### src/rtl/prio_sel_pkg.sv
// Shared types and helpers for the buffered priority selector.
package prio_sel_pkg;

  typedef enum logic [1:0] {
    EMPTY = 2'd0,
    ONE   = 2'd1,
    TWO   = 2'd2
  } buf_state_t;

  localparam int CODE_NONE = 0;

  function automatic int code_w(input int nch);
    return $clog2(nch + 1);
  endfunction

endpackage

### src/rtl/prio_sel_arb.sv
// Combinational one-hot arbiter: lowest valid channel at or after start wins,
// wrapping modulo NCH. With start tied to 0 this is fixed priority.
module prio_sel_arb #(
  parameter int NCH = 3,
  parameter int PW  = 2
) (
  input  logic [NCH-1:0] req,
  input  logic           en,
  input  logic [PW-1:0]  start,
  output logic [NCH-1:0] gnt
);

  logic [2*NCH-1:0] req_dbl;
  logic [NCH-1:0]   rot_req;
  logic [NCH-1:0]   rot_gnt;
  logic [2*NCH-1:0] gnt_dbl;

  // Rotate so that channel 'start' sits at bit 0, pick lowest, rotate back.
  assign req_dbl = {req, req} >> start;
  assign rot_req = req_dbl[NCH-1:0];

  always_comb begin
    rot_gnt = '0;
    for (int i = NCH - 1; i >= 0; i--) begin
      if (rot_req[i]) begin
        rot_gnt    = '0;
        rot_gnt[i] = 1'b1;
      end
    end
  end

  assign gnt_dbl = {{NCH{1'b0}}, rot_gnt} << start;
  assign gnt     = en ? (gnt_dbl[NCH-1:0] | gnt_dbl[2*NCH-1:NCH]) : '0;

endmodule

### src/rtl/prio_sel_buf.sv
// Priority selector feeding a 2-entry valid/ready output buffer.
// Define PRIO_SEL_BUF_RR_EN for round-robin arbitration; default is fixed priority.
module prio_sel_buf
  import prio_sel_pkg::*;
#(
  parameter int NCH   = 3,
  parameter int WIDTH = 8,
  parameter int CW    = code_w(NCH)
) (
  input  logic                 clk,
  input  logic                 rst_n,
  input  logic [NCH-1:0]       req_vld,
  input  logic [NCH*WIDTH-1:0] req_data,
  output logic [NCH-1:0]       req_rdy,
  output logic                 out_vld,
  input  logic                 out_rdy,
  output logic [WIDTH-1:0]     out_data,
  output logic [CW-1:0]        out_code
);

  localparam int PW = (NCH > 1) ? $clog2(NCH) : 1;

  buf_state_t       state, state_nxt;
  logic [NCH-1:0]   gnt;
  logic             arb_en;
  logic             push;
  logic             pop;
  logic [PW-1:0]    ptr;
  logic [WIDTH-1:0] new_data, head_data, tail_data;
  logic [CW-1:0]    new_code, head_code, tail_code;

  prio_sel_arb #(
    .NCH (NCH),
    .PW  (PW)
  ) u_arb (
    .req   (req_vld),
    .en    (arb_en),
    .start (ptr),
    .gnt   (gnt)
  );

  assign req_rdy = gnt;
  assign push    = |gnt;
  assign pop     = out_vld & out_rdy;

  always_comb begin
    new_data = '0;
    new_code = '0;
    for (int k = 0; k < NCH; k++) begin
      if (gnt[k]) begin
        new_data = req_data[k*WIDTH +: WIDTH];
        new_code = CW'(k + 1);
      end
    end
  end

`ifdef PRIO_SEL_BUF_RR_EN
  logic [PW-1:0] gidx;

  always_comb begin
    gidx = '0;
    for (int k = 0; k < NCH; k++) begin
      if (gnt[k]) gidx = PW'(k);
    end
  end

  always_ff @(posedge clk or negedge rst_n) begin
    if (!rst_n) begin
      ptr <= '0;
    end else if (push) begin
      ptr <= (gidx == PW'(NCH - 1)) ? '0 : gidx + 1'b1;
    end
  end
`else
  assign ptr = '0;
`endif

  always_ff @(posedge clk or negedge rst_n) begin
    if (!rst_n) state <= EMPTY;
    else        state <= state_nxt;
  end

  always_comb begin
    state_nxt = state;
    unique case (state)
      EMPTY: if (push) state_nxt = ONE;
      ONE: begin
        if (push && !pop)      state_nxt = TWO;
        else if (!push && pop) state_nxt = EMPTY;
      end
      TWO:   if (pop) state_nxt = ONE;
      default: state_nxt = EMPTY;
    endcase
  end

  // Grant is held off during reset and whenever both entries are occupied.
  always_comb begin
    arb_en  = rst_n && (state != TWO);
    out_vld = (state != EMPTY);
  end

  // Entry storage: contents are only meaningful while the FSM says so.
  always_ff @(posedge clk) begin
    unique case (state)
      EMPTY: begin
        if (push) begin
          head_data <= new_data;
          head_code <= new_code;
        end
      end
      ONE: begin
        if (push && pop) begin
          head_data <= new_data;
          head_code <= new_code;
        end else if (push) begin
          tail_data <= new_data;
          tail_code <= new_code;
        end
      end
      TWO: begin
        if (pop) begin
          head_data <= tail_data;
          head_code <= tail_code;
        end
      end
      default: ;
    endcase
  end

  assign out_data = out_vld ? head_data : '0;
  assign out_code = out_vld ? head_code : CW'(CODE_NONE);

endmodule

### config.mk
export PLATFORM = sky130hd
export DESIGN_NAME = prio_sel_buf
export DESIGN_NICKNAME = d
export VERILOG_FILES = /design/src/rtl/prio_sel_pkg.sv /design/src/rtl/prio_sel_arb.sv /design/src/rtl/prio_sel_buf.sv
export SDC_FILE = /design/constraint.sdc
export NUM_CORES = 1
export LEC_CHECK = 0
export CORE_MARGIN = 3
export CORE_UTILIZATION = 30
export CTS_CLUSTER_DIAMETER = 50
export CTS_CLUSTER_SIZE = 14
export DETAILED_ROUTE_END_ITERATION = 12
export PLACE_DENSITY = 0.56
export SETUP_SLACK_MARGIN = 0.02
export SLEW_MARGIN = 20
export SYNTH_ARGS = -nofsm -noshare
export SYNTH_HDL_FRONTEND = slang
export SYNTH_HIERARCHICAL = 1
export SYNTH_SLANG_ARGS = --single-unit
### constraint.sdc
create_clock -name clk -period 3.5 [get_ports clk]
set_input_delay 0.525 -clock clk [delete_from_list [all_inputs] [get_ports clk]]
set_output_delay 0.525 -clock clk [all_outputs]
set_load 0.02 [all_outputs]
# After elaboration in Yosys (flattened, before gate mapping)

Index checks and enable logic that the tools add are counted.

Register bits after elaboration: 22
Input port bits: 30
Output and inout port bits: 14

Multiplexer cells: 25
Bitwise operators: 2
Equality and inequality tests: 7
Reduce and logical (&&, ||, !) cells: 13

Operators with widths:

| kind                                                | number |
|---|---|
| 2-to-1 mux 8 bit                                    | 7 |
| one-hot mux 8 bit (3 select lines)                  | 1 |
| 2-to-1 mux 2 bit                                    | 10 |
| 2-to-1 mux 3 bit                                    | 4 |
| one-hot mux 2 bit (3 select lines)                  | 2 |
| != test 2 bit, second input constant                | 4 |
| AND reduction 3 bit                                 | 2 |
| logical AND 1 bit                                   | 4 |
| AND reduction 4 bit                                 | 1 |
| != test 3 bit, second input constant                | 1 |
| nonzero test 3 bit                                  | 1 |
| OR reduction 3 bit                                  | 1 |
| equality test 2 x 1 -> 1 bit, second input constant | 1 |
| equality test 2 bit, second input constant          | 1 |
| zero test 1 bit                                     | 2 |
| zero test 2 bit                                     | 1 |
| nonzero test 2 bit                                  | 1 |
| bitwise AND 1 bit                                   | 1 |
| 2-to-1 mux 1 bit                                    | 1 |
| inverter 1 bit                                      | 1 |

# Depth between registers and ports, before layout

Gate-level depths: netlist (run 1).

Word-level depth: 10
Gate-level depth with buffers: 10
Mapped depth without buffers: 8

# Hierarchy

Netlist (run 1), hierarchy kept.

Modules (own cells, without submodules):

| module       | instances | area each (µm²) | cells each | sequential area each (µm²) |
|---|---|---|---|---|
| prio_sel_buf | 1         | 1,209.9         | 104        | 650.6 |
| prio_sel_arb | 1         | 73.8            | 12         | 0.0 |

# Worst setup path before layout (run 1)

OpenSTA, ideal clock, no wires.

Path type: flip-flop to flip-flop
From: register state[1]
To: register head_code[0], enable pin
Arrival: 2.443 ns
Path slack: 0.708 ns
Data required time: 3.151 ns
Cell stages (with the launch flop): 11
Path through: dfrtp_1 -> nand2b_1 -> buf_2 -> and2_1 -> nand2_1 -> a211oi_1 -> buf_2 -> or3_1 -> ha_1 -> nand2_1 -> nand3_1

Word-level cells in the longest chain between the ends: 7

RTL lines:

| item                                   | line                | RTL |
|---|---|---|
| start, declared                        | prio_sel_buf.sv:23  | `buf_state_t state, state_nxt;` |
| start signal, assigned                 | prio_sel_buf.sv:80  | `else state <= state_nxt;` |
| != test 2 bit *                        | prio_sel_buf.sv:98  | `arb_en = rst_n && (state != TWO);` |
| logical AND 1 bit *                    | prio_sel_buf.sv:98  |  |
| net arb_en                             | prio_sel_buf.sv:25  | `logic arb_en;` |
| 2-to-1 mux 3 bit *                     | prio_sel_arb.sv:33  | `assign gnt = en ? (gnt_dbl[NCH-1:0] \| gnt_dbl[2*NCH-1:NCH]) : '0;` |
| net req_rdy[0]                         | prio_sel_buf.sv:14  | `output logic [NCH-1:0] req_rdy,` |
| OR reduction 3 bit *                   | prio_sel_buf.sv:43  | `assign push = \|gnt;` |
| logical AND 1 bit                      | prio_sel_buf.sv:112 | `if (push && pop) begin` |
| != test 2 bit (no source line)         | n/a                 |  |
| AND reduction 4 bit (no source line) * | n/a                 |  |
| end signal, assigned                   | prio_sel_buf.sv:108 | `head_code <= new_code;` |
| end signal, assigned                   | prio_sel_buf.sv:114 | `head_code <= new_code;` |
| end signal, assigned                   | prio_sel_buf.sv:123 | `head_code <= tail_code;` |
| end, declared                          | prio_sel_buf.sv:30  | `logic [CW-1:0] new_code, head_code, tail_code;` |

The timed path passes the listed nets; every way through them passes the cells marked *.
A chain may end at the register's enable or synchronous reset.

# Worst setup path in the final report (run 1)

From: register state[0]
To: output req_rdy[0]

Word-level cells in the longest chain between the ends: 3

RTL lines:

| item              | line |
|---|---|
| != test 2 bit     | prio_sel_buf.sv:98 |
| logical AND 1 bit | prio_sel_buf.sv:98 |
| net arb_en        | prio_sel_buf.sv:25 |
| 2-to-1 mux 3 bit  | prio_sel_arb.sv:33 |
| end, declared     | prio_sel_buf.sv:14 |

The timed path passes the listed nets, and every way through them passes these cells.

==> impl_metrics.tcl, run 1 <==
set metrics [dict create \
    drv_cap 0 \
    synth.avg_cell_area_um2 11.1 \
    yosysTopAreaCellShare_pct 46.8 \
    clockBufferDepth 2 \
    r2r_slack_ps 690 \
    cts_root_buf "clkbuf_8" \
    layout-drive-gt1-share_pct 10.1 \
    irDropWorstVdd_mv 0.192 \
    p_seq_share_pct 39.9 \
    netlist_area_um2 1280 \
    grt_pass1_vias 1038 \
    finalSetupViolCount 0 \
    slowest_stage "clkdlybuf4s50_1" \
    finClkSkew_ps 1.21 \
    grt_antenna_before_repair 0 \
    vias_per_cell 4.45 \
    netlist_top_cells_count "nor2b_1 (22), edfxtp_1 (20), a21oi_1 (16)" \
    globalRouteTotalUtil_pct 10.7 \
    seq_area_frac_synth_pct 50.7 \
    totalWireLength_um 2530 \
    fp-row-count 23 \
    grt_overflow 0 \
    synth_seq_cells 22 \
    synth.most_common_cell "nor2b_1" \
    p_comb_share_pct 44.4 \
    min_period_over_period_pct 83.8 \
    multi_input_area_um2 611 \
    pin_count 44 \
    nFillCells 385 \
    clockPowerShare_pct 15.7 \
    drt_first_iter_violations 13 \
    diodes 0 \
    status "finished clean" \
    crit_required_ps 2970 \
    power.switching_w 0.000318 \
    die_w_um 71.4 \
    remaining_drc_errors 0 \
    rsz0062_at_grt "no" \
    yosys_warnings 6 \
    synth_area_leaders "edfxtp_1 (47%), nor2b_1 (11%), mux2_2 (7.9%)" \
    ys_types 27 \
    sw_frac_of_total_pct 32.5 \
    insertion_delay_ps 250 \
    wl_per_cell_um 11.6 \
    synth_area_leader_cell "edfxtp_1" \
    yosys_most_used_dff "edfxtp_1" \
    path_max_fanout 12 \
    p_per_area_nw_per_um2 534 \
    ff_latch_area_um2 651 \
    syn_inst 116 \
    grt_max_degree 19 \
    crit_chain "nand2b_1 > and2_1 > nand2_1 > a211oi_1 > buf_4 > clkdlybuf4s50_1" \
    tritoncts "built" \
    die_y_um 71.4 \
    postCtsHoldBufs 0 \
    ant_nets 0 \
    worst_hold_path_type "input pin to async pin" \
    leakage_nw 0.696 \
    firstDrtPassIters 4 \
    crit_path_end_kind "output pin" \
    htreeDepth 1 \
    ys_async_sr_fraction_pct 9.09 \
    cp_slowest_stage_delay_ps 620 \
    grt_pass1_wl_um 4460 \
    slew_headroom_pct 49.6 \
    dp.cells 215 \
    worst-endpoint-arrival_ps 2410 \
    cts_setup_buffers 0 \
    die_area_um2 5100 \
    io_buffers 43 \
    ctsResizeCount 0 \
    start_util_pct 31.6 \
    internal_power_w 0.000663 \
    fmax_mhz 341 \
    fin_nets 203 \
    stdcell_count 219 \
    hold_viol_final 0 \
    core_um2 4060 \
    cp.depth 6 \
    cpLargestDelayFamily "buffers and inverters" \
    tightest_slew_ps 754 \
    cp-start-kind "flip-flop" \
    final.setup.tns_ps 0 \
    cts.clk_slew.worst_paths_ps 70 \
    rr_worst_depth 9 \
    maxSlewViolCount 0 \
    dpl.hpwl_um 2050 \
    path_class "flip-flop to output pin" \
    cts_buffers 3 \
    crit_buf_inv 2 \
    syn_to_final_growth_pct 43.1 \
    fin_crit_ps 2930 \
    synth_edf_count 20 \
    via_count 974 \
    cts_sinks 22 \
    gp_congestion 0.722 \
]
## cell usage in the layout, fill, tap and decap left out, drive strengths merged, types with 2 or more instances in the layout
master,count
a21oi,16
and2,2
buf,3
clkbuf,3
clkdlybuf4s50,43
conb,10
dfrtp,2
edfxtp,20
ha,3
inv,4
mux2,10
nand2,4
nand3,2
nand3b,10
nor2,3
nor2b,22
o21ai,3
## final timing paths
path,endpoint,from
max,req_rdy[0],state[0]
min,state[0],rst_n
max reg2reg,head_data[0],state[0]
min reg2reg,head_code[0],tail_code[0]
max in group asynchronous,state[1],rst_n
min in group clk,head_code[0],tail_code[0]
## power by group through the flow
stage / registers, W / logic [W] / clock network, W
after global placement: 0.000397 / 0.000437 / 0
after floorplan: 0.000393 / 0.000265 / 0
after detailed placement: 0.000398 / 0.000441 / 0
after CTS: 0.000392 / 0.000444 / 0.000156
after global routing: 0.000399 / 0.000476 / 0.000169
final: 0.000392 / 0.000435 / 0.000154
## sequential cells by signal, summed over array words and instances, names as in the netlist
signal     cells
head_code      2
state          2
tail_code      2
head_data      8
tail_data      8
## final cells by class
| cell class | instances | area share (%) |
|---|---|---|
| Clock buffer | 3 | 2.25 |
| Clock inverter | 1 | 0.204 |
| Inverter | 4 | 0.817 |
| Multi-Input combinational cell | 93 | 33.2 |
| Sequential cell | 22 | 35.4 |
| Tap cell | 50 | 3.41 |
| Timing Repair Buffer | 46 | 24.7 |
## worst register-to-register path: stages, from the launching register on
cell and delay (ps):
dfrtp_1 390, nand2b_1 380, and2_1 320, nand2_1 90, a211oi_1 40, buf_4 180
or3_1 450, ha_1 230, nand2_1 50, nand3_1 320
## routing by layer
metal / part of all wire [%] / up-vias / GRT usage (%)
met3: 4.7 / 2 / 1.68
met2: 47 / 28 / 17.9
li1: - / 509 / -
met5: 0 / - / 0
met4: 1.1 / 0 / 4.59
met1: 47 / 435 / 13.7
## logic make-up after synthesis
| logic type | synth area share, % |
|---|---|
| flip-flops | 50.7 |
| multiplexers | 9.06 |
| other | 0.292 |
| buffers and inverters | 4.38 |
| AND/OR/NAND/NOR | 22.4 |
| adder cells (fa/ha/maj) | 2.92 |
| AO/OA/AOI/OAI | 10.2 |
## stage by stage
stage          cell area, um^2  hold WS, ps  util, %  power (W)  worst slack, ps
3_3_place_gp              1790          532     44.2   0.000833              659
6_report                  1840          430     45.3   0.000981              567
5_1_grt                   1840          429     45.3    0.00104              370
3_5_place_dp              1790          537     44.2   0.000839              581
4_1_cts                   1840          428     45.3   0.000992              546
2_1_floorplan             1320          229        -   0.000658              708
No activity file was read; power rests on OpenSTA's default activity.
==> run 2: changes to the inputs <==
Clock period 3.5 ns to 2.72 ns, I/O delays scaled along.
==> impl_metrics.tcl, run 2 (synthesis gave the netlist of run 1 again) <==
set metrics [dict create \
    rr_worst_depth 8 \
    die_y_um 71.4 \
    cp_slowest_stage_delay_ps 660 \
    drt_first_iter_violations 14 \
    clockBufferDepth 2 \
    cts_sinks 22 \
    totalWireLength_um 2590 \
    die_w_um 71.4 \
    finClkSkew_ps 3.49 \
    ant_nets 0 \
    vias_per_cell 4.54 \
    path_class "input pin to output pin" \
    setup_slack_ps 217 \
    grt_overflow 0 \
    reg_top3 "head_data: 8 flops, tail_data: 8 flops" \
    final.setup.tns_ps 0 \
    pin_count 44 \
    status "finished clean" \
    leakage_nw 0.723 \
    cpLargestDelayFamily "buffers and inverters" \
    preCtsSetupSlack_ps 137 \
    crit_buf_inv 2 \
    diodes 0 \
    path_max_fanout 3 \
    htreeDepth 1 \
    p_per_area_nw_per_um2 734 \
    cts.clk_slew.worst_paths_ps 70 \
    stdcell_count 222 \
    dp.cells 218 \
    layout-drive-gt1-share_pct 12.8 \
    start_util_pct 31.6 \
    maxSlewViolCount 0 \
    finalSetupViolCount 0 \
    dpl.hpwl_um 2120 \
    io_buffers 43 \
    cts_root_buf "clkbuf_8" \
    postCtsHoldBufs 0 \
    final_common_cell "clkdlybuf4s50_1" \
    insertion_delay_ps 260 \
    min_period_over_period_pct 92.0 \
    fin_nets 206 \
    crit_chain "clkdlybuf4s50_1 > and2_1 > nand2_1 > a211oi_2 > clkdlybuf4s50_1" \
    drv_cap 0 \
    syn_to_final_growth_pct 47.3 \
    grt_antenna_before_repair 0 \
    most-common-layout-cells "clkdlybuf4s50_1 (43), nor2b_1 (22), edfxtp_1 (20)" \
    core_um2 4060 \
    remaining_drc_errors 0 \
    fin_crit_ps 2500 \
    wl_per_cell_um 11.7 \
    grt_max_degree 18 \
    grt_pass1_vias 1007 \
    crit_required_ps 2310 \
    tritoncts "built" \
    gp_congestion 0.762 \
    cts_setup_buffers 0 \
    grt_pass1_wl_um 4420 \
    via_count 1008 \
    placed_cell_area_um2 1820 \
    cp-start-kind "input pin" \
    worst-endpoint-arrival_ps 2090 \
    die_area_um2 5100 \
    post-route-util_pct 46.6 \
    slowest_stage "clkdlybuf4s50_1" \
    ctsResizeCount 0 \
    crit_path_end_kind "output pin" \
    worst_path_most_repeated_cell "clkdlybuf4s50_1" \
    worst_hold_path_type "input pin to async pin" \
    cp.depth 5 \
    hold_viol_final 0 \
    irDropWorstVdd_mv 0.293 \
    cts_buffers 3 \
    stdcell_area_um2 1890 \
    globalRouteTotalUtil_pct 10.8 \
    fmax_mhz 400 \
    firstDrtPassIters 4 \
    fp-row-count 23 \
    rsz0062_at_grt "no" \
]
run 2: changes by cell type in the layout (fill, tap and decap cells not counted):
cell | previous run | this run
clkinv_1 | 1 | 0
a211oi_1 | 1 | 0
bufinv_16 | 0 | 1
a211oi_2 | 0 | 1
buf_4 | 3 | 6
run 2: per-layer routing:
| layer | vias up | part of all wire (%) | GRT usage [%] |
|---|---|---|---|
| met5 | - | 0 | 0 |
| met4 | 0 | 2.6 | 6.26 |
| met3 | 5 | 5.6 | 1.68 |
| met2 | 39 | 45 | 16.3 |
| met1 | 450 | 47 | 14.5 |
| li1 | 514 | - | - |
run 2: path summary, 6_finish.rpt:
kind,start,end,slack [ps]
max in group asynchronous,rst_n,state[1],2280
setup / recovery,rst_n,req_rdy[0],220
min in group clk,tail_data[3],head_data[3],550
setup reg to reg,state[0],head_data[1],560
hold reg to reg,tail_data[3],head_data[3],550
hold / removal,rst_n,state[0],320
run 2: worst register-to-register path: stages (launching register included):
cell and delay (ps):
dfrtp_1 400, nand2b_1 160, and2_1 200, o2111a_1 190, or3_1 430, ha_1 230
nand2_1 50, nand3_1 70, buf_4 180
run 2: stage by stage:
| stage | total power [W] | hold slack, ps |
|---|---|---|
| 4_1_cts | 0.00140 | 307 |
| 6_report | 0.00139 | 316 |
| 5_1_grt | 0.00147 | 314 |
| 2_1_floorplan | 0.000848 | 112 |
| 3_3_place_gp | 0.00110 | 535 |
| 3_5_place_dp | 0.00110 | 535 |
run 2: layout make-up:
class                           instances  area [um^2]
Clock buffer                            3         41.3
Clock inverter                          1         30.0
Fill cell                             371         2170
Inverter                                4         15.0
Multi-Input combinational cell         93          616
Sequential cell                        22          651
Tap cell                               50         62.6
Timing Repair Buffer                   49          475
run 2: where the power goes:
| part | leakage, nW | internal, W | switching (W) |
|---|---|---|---|
| Clock | 0.0357 | 0.000196 | 0.0000992 |
| Combinational | 0.472 | 0.000292 | 0.000294 |
| Sequential | 0.215 | 0.000483 | 0.0000226 |
| Total | 0.723 | 0.000971 | 0.000416 |
